[src/rtl/execute_result_queue.sv]
// -----------------------------------------------------------------------------
// execute_result_queue
//
// Small in-order FIFO between the execute stage and the memory stage. Each
// entry carries an execute result, its destination register index and a
// write-back enable. The queue also offers a combinational forwarding lookup
// over its registered contents so that later instructions can pick up a
// result that has not yet reached the register file.
//
// Ports
//   clk_i                  single clock, all state updates on the rising edge
//   rst_i                  synchronous active-high reset (beats flush and push/pop)
//   flush_i                drop every queued entry (mispredict / trap)
//   valid_i / ready_o      execute-side handshake (ready_o = not full)
//   result_i/rd_i/wb_en_i  incoming entry fields
//   valid_o / ready_i      memory-side handshake (valid_o = not empty)
//   result_o/rd_o/wb_en_o  head entry fields, forced to zero while empty
//   count_o                current occupancy, 0..DEPTH
//   fwd_rs_i               source register to look up
//   fwd_hit_o/fwd_data_o   youngest matching queued result, or zero
// -----------------------------------------------------------------------------
module execute_result_queue #(
    parameter int DEPTH = 4
) (
    input  logic                       clk_i,
    input  logic                       rst_i,
    input  logic                       flush_i,
    input  logic                       valid_i,
    output logic                       ready_o,
    input  logic [31:0]                result_i,
    input  logic [4:0]                 rd_i,
    input  logic                       wb_en_i,
    output logic                       valid_o,
    input  logic                       ready_i,
    output logic [31:0]                result_o,
    output logic [4:0]                 rd_o,
    output logic                       wb_en_o,
    output logic [$clog2(DEPTH):0]     count_o,
    input  logic [4:0]                 fwd_rs_i,
    output logic                       fwd_hit_o,
    output logic [31:0]                fwd_data_o
);

    localparam int PTR_W = $clog2(DEPTH);
    localparam int CNT_W = PTR_W + 1;

    localparam logic [PTR_W-1:0] PTR_ZERO = {PTR_W{1'b0}};
    localparam logic [PTR_W-1:0] PTR_ONE  = PTR_W'(1);
    localparam logic [CNT_W-1:0] CNT_ZERO = {CNT_W{1'b0}};
    localparam logic [CNT_W-1:0] CNT_ONE  = CNT_W'(1);
    localparam logic [CNT_W-1:0] CNT_FULL = CNT_W'(DEPTH);

    // Entry storage; deliberately not reset, occupancy decides what is live.
    logic [31:0] result_mem [DEPTH];
    logic [4:0]  rd_mem     [DEPTH];
    logic        wb_en_mem  [DEPTH];

    logic [PTR_W-1:0] head_q,  head_d;
    logic [PTR_W-1:0] tail_q,  tail_d;
    logic [CNT_W-1:0] count_q, count_d;

    logic             push_s;
    logic             pop_s;
    logic [PTR_W-1:0] fwd_idx_s;

    // Handshake flags depend on registered occupancy only, so ready_o never
    // looks at ready_i (no pop-through when full).
    assign ready_o = (count_q != CNT_FULL);
    assign valid_o = (count_q != CNT_ZERO);
    assign count_o = count_q;

    assign push_s = valid_i && ready_o && !flush_i;
    assign pop_s  = valid_o && ready_i && !flush_i;

    // Next-state for pointers and occupancy; flush empties the queue.
    always_comb begin
        head_d  = head_q;
        tail_d  = tail_q;
        count_d = count_q;
        if (flush_i) begin
            head_d  = PTR_ZERO;
            tail_d  = PTR_ZERO;
            count_d = CNT_ZERO;
        end else begin
            // Power-of-two depth: pointer increment wraps DEPTH-1 -> 0 for free.
            if (push_s) begin
                tail_d = tail_q + PTR_ONE;
            end else begin
                tail_d = tail_q;
            end
            if (pop_s) begin
                head_d = head_q + PTR_ONE;
            end else begin
                head_d = head_q;
            end
            case ({push_s, pop_s})
                2'b10:   count_d = count_q + CNT_ONE;
                2'b01:   count_d = count_q - CNT_ONE;
                default: count_d = count_q;
            endcase
        end
    end

    // Control state registers with synchronous reset taking top priority.
    always_ff @(posedge clk_i) begin
        if (rst_i) begin
            head_q  <= PTR_ZERO;
            tail_q  <= PTR_ZERO;
            count_q <= CNT_ZERO;
        end else begin
            head_q  <= head_d;
            tail_q  <= tail_d;
            count_q <= count_d;
        end
    end

    // Entry storage write at the tail slot on an accepted push.
    always_ff @(posedge clk_i) begin
        if (push_s) begin
            result_mem[tail_q] <= result_i;
            rd_mem[tail_q]     <= rd_i;
            wb_en_mem[tail_q]  <= wb_en_i;
        end
    end

    // Head presentation: registered head entry, zeroed while the queue is empty.
    always_comb begin
        result_o = 32'd0;
        rd_o     = 5'd0;
        wb_en_o  = 1'b0;
        if (valid_o) begin
            result_o = result_mem[head_q];
            rd_o     = rd_mem[head_q];
            wb_en_o  = wb_en_mem[head_q];
        end else begin
            result_o = 32'd0;
            rd_o     = 5'd0;
            wb_en_o  = 1'b0;
        end
    end

    // Forwarding search from oldest to youngest so the last match (youngest)
    // wins. Only registered entries are visited, so the beat being pushed
    // this cycle is invisible while the head being popped is still found.
    always_comb begin
        fwd_hit_o  = 1'b0;
        fwd_data_o = 32'd0;
        fwd_idx_s  = PTR_ZERO;
        for (int i = 0; i < DEPTH; i++) begin
            fwd_idx_s = head_q + PTR_W'(i);
            if ((CNT_W'(i) < count_q) && wb_en_mem[fwd_idx_s] &&
                (rd_mem[fwd_idx_s] == fwd_rs_i) && (fwd_rs_i != 5'd0)) begin
                fwd_hit_o  = 1'b1;
                fwd_data_o = result_mem[fwd_idx_s];
            end else begin
                fwd_hit_o  = fwd_hit_o;
                fwd_data_o = fwd_data_o;
            end
        end
    end

endmodule
[config.mk]
export PLATFORM = sky130hd
export DESIGN_NAME = execute_result_queue
export DESIGN_NICKNAME = d
export VERILOG_FILES = /design/src/rtl/execute_result_queue.sv
export SDC_FILE = /design/constraint.sdc
export NUM_CORES = 1
export LEC_CHECK = 0
export CORE_MARGIN = 10
export CORE_UTILIZATION = 30
export CTS_CLUSTER_SIZE = 20
export DETAILED_ROUTE_END_ITERATION = 12
export HOLD_SLACK_MARGIN = 0.06
export SLEW_MARGIN = 40
export SYNTH_ARGS = -nofsm -noshare
export SYNTH_HDL_FRONTEND = slang
export SYNTH_SLANG_ARGS = --single-unit
export TNS_END_PERCENT = 100
[constraint.sdc]
create_clock -name clk_i -period 3.8 [get_ports clk_i]
set_input_delay 0.76 -clock clk_i [delete_from_list [all_inputs] [get_ports clk_i]]
set_output_delay 0.76 -clock clk_i [all_outputs]
set_load 0.03 [all_outputs]
---- Word-level counts from Yosys, hierarchy flattened ----
Memory sizes are Yosys's and may differ from the RTL's. A register that Yosys moved wholly into a read port is not among the register bits.
Cells that the tools add are included.
cells by class
  add/subtract/negate cells ............... 6
  $mul .................................... 0
  div/mod/pow operators ................... 0
  $lt $le $gt $ge ......................... 4
  equal/unequal tests ..................... 7
  shift operators ......................... 0
  mux-type cells .......................... 20
  bitwise logic cells ..................... 0
  reduce and logical (&&, ||, !) cells .... 21
operator list
  kind                   number
  $mux W32               5
  $eq A5 B5 Y1           4
  $logic_and A1 B1 Y1    16
  $mux W2                6
  $mux W1                7
  $lt A1 B3 Y1 const A   2
  $lt A2 B3 Y1 const A   2
  $pmux W3 S2            1
  $mux W5                1
  $reduce_bool A5 Y1     1
  $add A2 B1 Y2 const B  2
  $add A2 B2 Y2 const B  2
  $add A3 B1 Y3 const B  1
  $ne A3 B3 Y1 const B   1
  $reduce_bool A3 Y1     1
  $sub A3 B1 Y3 const B  1
  $eq A2 B1 Y1 const B   1
  $eq A2 B2 Y1 const B   1
  $reduce_bool A2 Y1     1
  $reduce_or A2 Y1       1
  $logic_not A1 Y1       1
storage, ports and cells
  register bits ........................... 7
  latch bits .............................. 0
  bits in writable memories ............... 152
  memory bits (read-only) ................. 0
  input port bits ......................... 48
  output and inout bits ................... 76
  memories kept ........................... 3
memory list
  memory      depth  width  rd ports  clocked after memory_dff  write ports  RTL line  text
  result_mem  4      32     4         1                         1            54        logic [31:0] result_mem [DEPTH];
  rd_mem      4      5      4         1                         1            55        logic [4:0] rd_mem [DEPTH];
  wb_en_mem   4      1      4         1                         1            56        logic wb_en_mem [DEPTH];

---- Longest topological paths before layout ----
  word-level depth ........................ 8
  gate-level depth with buffers ........... 11
  mapped depth without buffers ............ 10

---- Worst setup path after synthesis ----
Ideal clock, no wire load.
  path kind ............................... input to output
  from .................................... input port fwd_rs_i[4]
  to ...................................... output port fwd_data_o[31]
  arrival ................................. 3.089 ns
  data required time ...................... 3.040 ns
  setup slack ............................. -0.049 ns
  stages .................................. 9
  path buffers ............................ 3
  path through ............................ clkbuf_1 xor2_1 o32ai_1 o2111ai_1 or4_1 buf_2 and2_4 buf_6 a211oi_1
between the ends
  word-level cells in the longest chain between the ends .. 7
  elaborated cells on any way between the ends .. 17
RTL lines
  element                 RTL line  text
  start, declared         39        input logic [4:0] fwd_rs_i,
  $eq A5 B5 Y1            152       (rd_mem[fwd_idx_s] == fwd_rs_i) && (fwd_rs_i != 5'd0)) begin
  $logic_and A1 B1 Y1     151       if ((CNT_W'(i) < count_q) && wb_en_mem[fwd_idx_s] &&
  $logic_and A1 B1 Y1     152
  $mux W32 (3 in series)  151
  $mux W32 *              151
  end, declared           41        output logic [31:0] fwd_data_o
Every way passes the cells marked *; elsewhere a longest branch is shown, timed or not.

---- Worst setup path in the final report ----
  from .................................... register head_q[0]
  to ...................................... output port fwd_data_o[0]
between the ends
  word-level cells in the longest chain between the ends .. 8
  elaborated cells on any way between the ends .. 21
RTL lines
  element                                                     RTL line  text
  start, declared                                             58        logic [PTR_W-1:0] head_q, head_d;
  start signal, assigned                                      107       head_q <= PTR_ZERO;
  start signal, assigned                                      111       head_q <= head_d;
  $add A2 B1 Y2                                               150       fwd_idx_s = head_q + PTR_W'(i);
  $mem_v2 Z4 W5 / $mem_v2 Z4 W1 (equally long branches)       -
  $eq A5 B5 Y1 / $logic_and A1 B1 Y1 (equally long branches)  152, 151
  $logic_and A1 B1 Y1                                         151
  $logic_and A1 B1 Y1                                         152
  $mux W32 (2 in series)                                      151
  $mux W32 *                                                  151
Marked as above.

==> flow_summary.toml <==
[run_status]
status = "complete, but fails checks"
violations = "setup timing"

[synth]
synth-edff-count = 152
synth.distinct_cells = 43
yosys.area.top_type_share = 0.426
synth_seq_area_share = 0.443
synth_xor_area_frac = 0.0237
yosys.area_share.simple = 0.0998
synthesis.area_mm2 = 0.0107
yosys-mux-area-fraction = 0.341
synthAdderAreaFrac = 0.0105
syn_nets = 779
syn_inst = 722
syn_area_per_cell_um2 = 14.8
yosysTopAreaCell = "edfxtp_1"
synthArstFlopShare = 0
synth_flop_cell = "edfxtp_1"
ys_warn_count = 0
ys_top_cells_by_area = "edfxtp_1 (43%), mux4_2 (30%), mux2i_1 (3.6%), a211oi_2 (3.5%), nor2_1 (2.6%)"
synth_top_family_by_area = "multiplexers"
ys_seq_elements = 161
synth_compound_area_frac = 0.0476

[cells_and_area]
num_antenna_cells = 0
fill_cells = 3314
mostFrequentLayoutCells = "edfxtp_1 (152), mux4_2 (144), clkdlybuf4s50_1 (86), nor2_1 (73), buf_4 (70)"
post-route-util = 0.402
final-seq-area_mm2 = 0.00476
nNetsFinal = 941
area_delta_synth_final_pct = 32.7
final_common_cell = "edfxtp_1"
drive_above_1_share = 0.419
multi_input_area_mm2 = 0.00594

[grt]
grt_overflow = 0
grt_start_max_net_pins = 67
grt_first_pass_wirelength_um = 49300
track_usage = 0.146
antenna_found_initial = 2
grt_pass1_vias = 7775

[sta]
relSlewSlack = 0.553
finalCritPeriodShare = 1.05
tns_ps = -3540
hold_viol_final = 0
timing.final.ws_setup_ps = -184
post-route-min-period_ps = 3980
rsz0062_at_grt = "yes"
max_freq_mhz = 251
worst_pin_slew_ps = 670
setup_viol = 32
skew_ps = 12.6
final_max_slew_viol_count = 0

[pwr]
pwr-share-clk = 0.402
ir_worst_vdd_mv = 0.225
p_switching_uw = 1010
seqPwrFrac = 0.483
switching_share = 0.245
power_per_cell_area_mw_per_mm2 = 291
internal_power_uw = 3120
comb_power_share = 0.115
leakage_uw = 0.00424

[run]
maxCapViolCount = 0

[cts]
cts_buffer_depth = 2
insertion_delay_ps = 430
cts-buffers-inserted = 17
cts_hold_buf = 0
root_buffer = "clkbuf_16"
clk_pin_slew_ps = 70
clock-sinks = 161
htreeDepth = 4
tritoncts = "yes"

[critical_path]
required_ps = 3040
crit_path_max_fanout = 13
crit_start = "head_q[0]"
worstSetupEndpointType = "output port"
arrival_ps = 3220
worstSetupPathType = "reg2out"
critPathLaunchType = "flip-flop"
rr_startpoint = "count_o[0]"

[die]
io_pins = 124
core-area_mm2 = 0.0354
rows = 69
start_util = 0.303
die-area_mm2 = 0.0437
die_h_um = 209
die_w_um = 209

[detailed_routing]
vias_per_cell = 5.52
drtAntennaViolNets = 0
wl_um = 32100
drcViolationCount = 0
routedWlPerCell_um = 23.6
first_iter_violations = 494
dr.pass1.iters = 5
vias = 7497

[min_path]
hold_path_class = "reg2reg"
hold_start = "tail_q[0]"

[placement]
finalWeightedCongestion = 0.765
portBuffers = 123
dp_hpwl_um = 21800
-- layer usage --
metal  global-route usage  wire length, um  vias up
met5                    0               26        -
met4               0.0298              280        4
met3               0.0292             1540       25
met1                0.184            13600     3995
met2                0.253            16600      208
li1                     -                -     3265
-- kinds of logic (layout without fill, tap and decap cells) --
logic type	count (synthesis)	count (layout)
flops	161	161
xor+xnor	29	29
fa+ha+maj	9	9
buf+inv	80	255
mux	185	185
compound gates	49	49
simple gates	209	209
-- what timing repair did --
item / CTS / global route
gates resized for setup: 67 / 29
hold endpoints to repair: 0 / 0
pin swaps: 10 / 5
gates cloned: 1 / 0
endpoints found under the setup margin: 33 / 33
buffers inserted: 18 / 5
-- state kept, by name, indices dropped and copies added, names as in the netlist, named ones only --
signal      flops
result_mem    128
tail_q          2
rd_mem         20
head_q          2
wb_en_mem       4
count_o         3
-- stage by stage --
step	hold slack [ps]	setup WS, ps	std cells	instance area (um2)	power, uW
finish	590	-184	1358	14200	4130
floorplan	538	80.8	722	10700	2270
CTS	595	-195	1353	14000	4170
global placement	565	-441	1302	12900	2490
global route	613	-246	1358	14200	4270
detailed placement	577	-414	1302	12900	2490
-- power by group through the flow --
stage | sequential (uW) | clock [uW] | combinational [uW]
final | 2000 | 1660 | 474
after detailed placement | 2040 | 0 | 456
after floorplan | 2030 | 0 | 243
after global routing | 2000 | 1770 | 501
after CTS | 2000 | 1710 | 472
after global placement | 2030 | 0 | 455
-- cell type report --
type	count	area share
clock buffer	21	0.0339
clock inverter	11	0.00651
inverter	6	0.00158
multi-input combinational	481	0.418
sequential	161	0.335
tap	461	0.0406
timing repair buffer	217	0.165
-- worst max-delay path: stages, from the launching register on --
cell	delay (ps)
dfxtp_4	410
mux4_2	560
xnor2_2	140
o2111ai_1	110
or4_4	600
and2_4	210
buf_12	130
buf_12	160
a211oi_4	300
buf_12	160
-- path summary, 6_finish.rpt --
kind	cells after the start	end	slack [ps]
max	9	fwd_data_o[0]	-180
min	2	tail_q[0]	590
max reg2reg	7	result_mem[0][26]	1040
min reg2reg	2	tail_q[0]	590
-- synth_stat cells (3+ instances only) --
library cell,count
buf_2,11
ha_1,9
a211oi_2,30
or3_1,3
inv_1,6
nand2_1,8
o21ai_0,3
nand4_1,32
a21oi_1,4
edfxtp_1,152
buf_6,7
nor3_1,34
and2_1,43
xnor2_1,17
dfxtp_1,9
mux2i_1,39
nor3b_1,3
xor2_1,12
buf_1,9
nor2_1,74
mux4_2,143
clkbuf_1,47
Power figures use the tool's default switching activity.
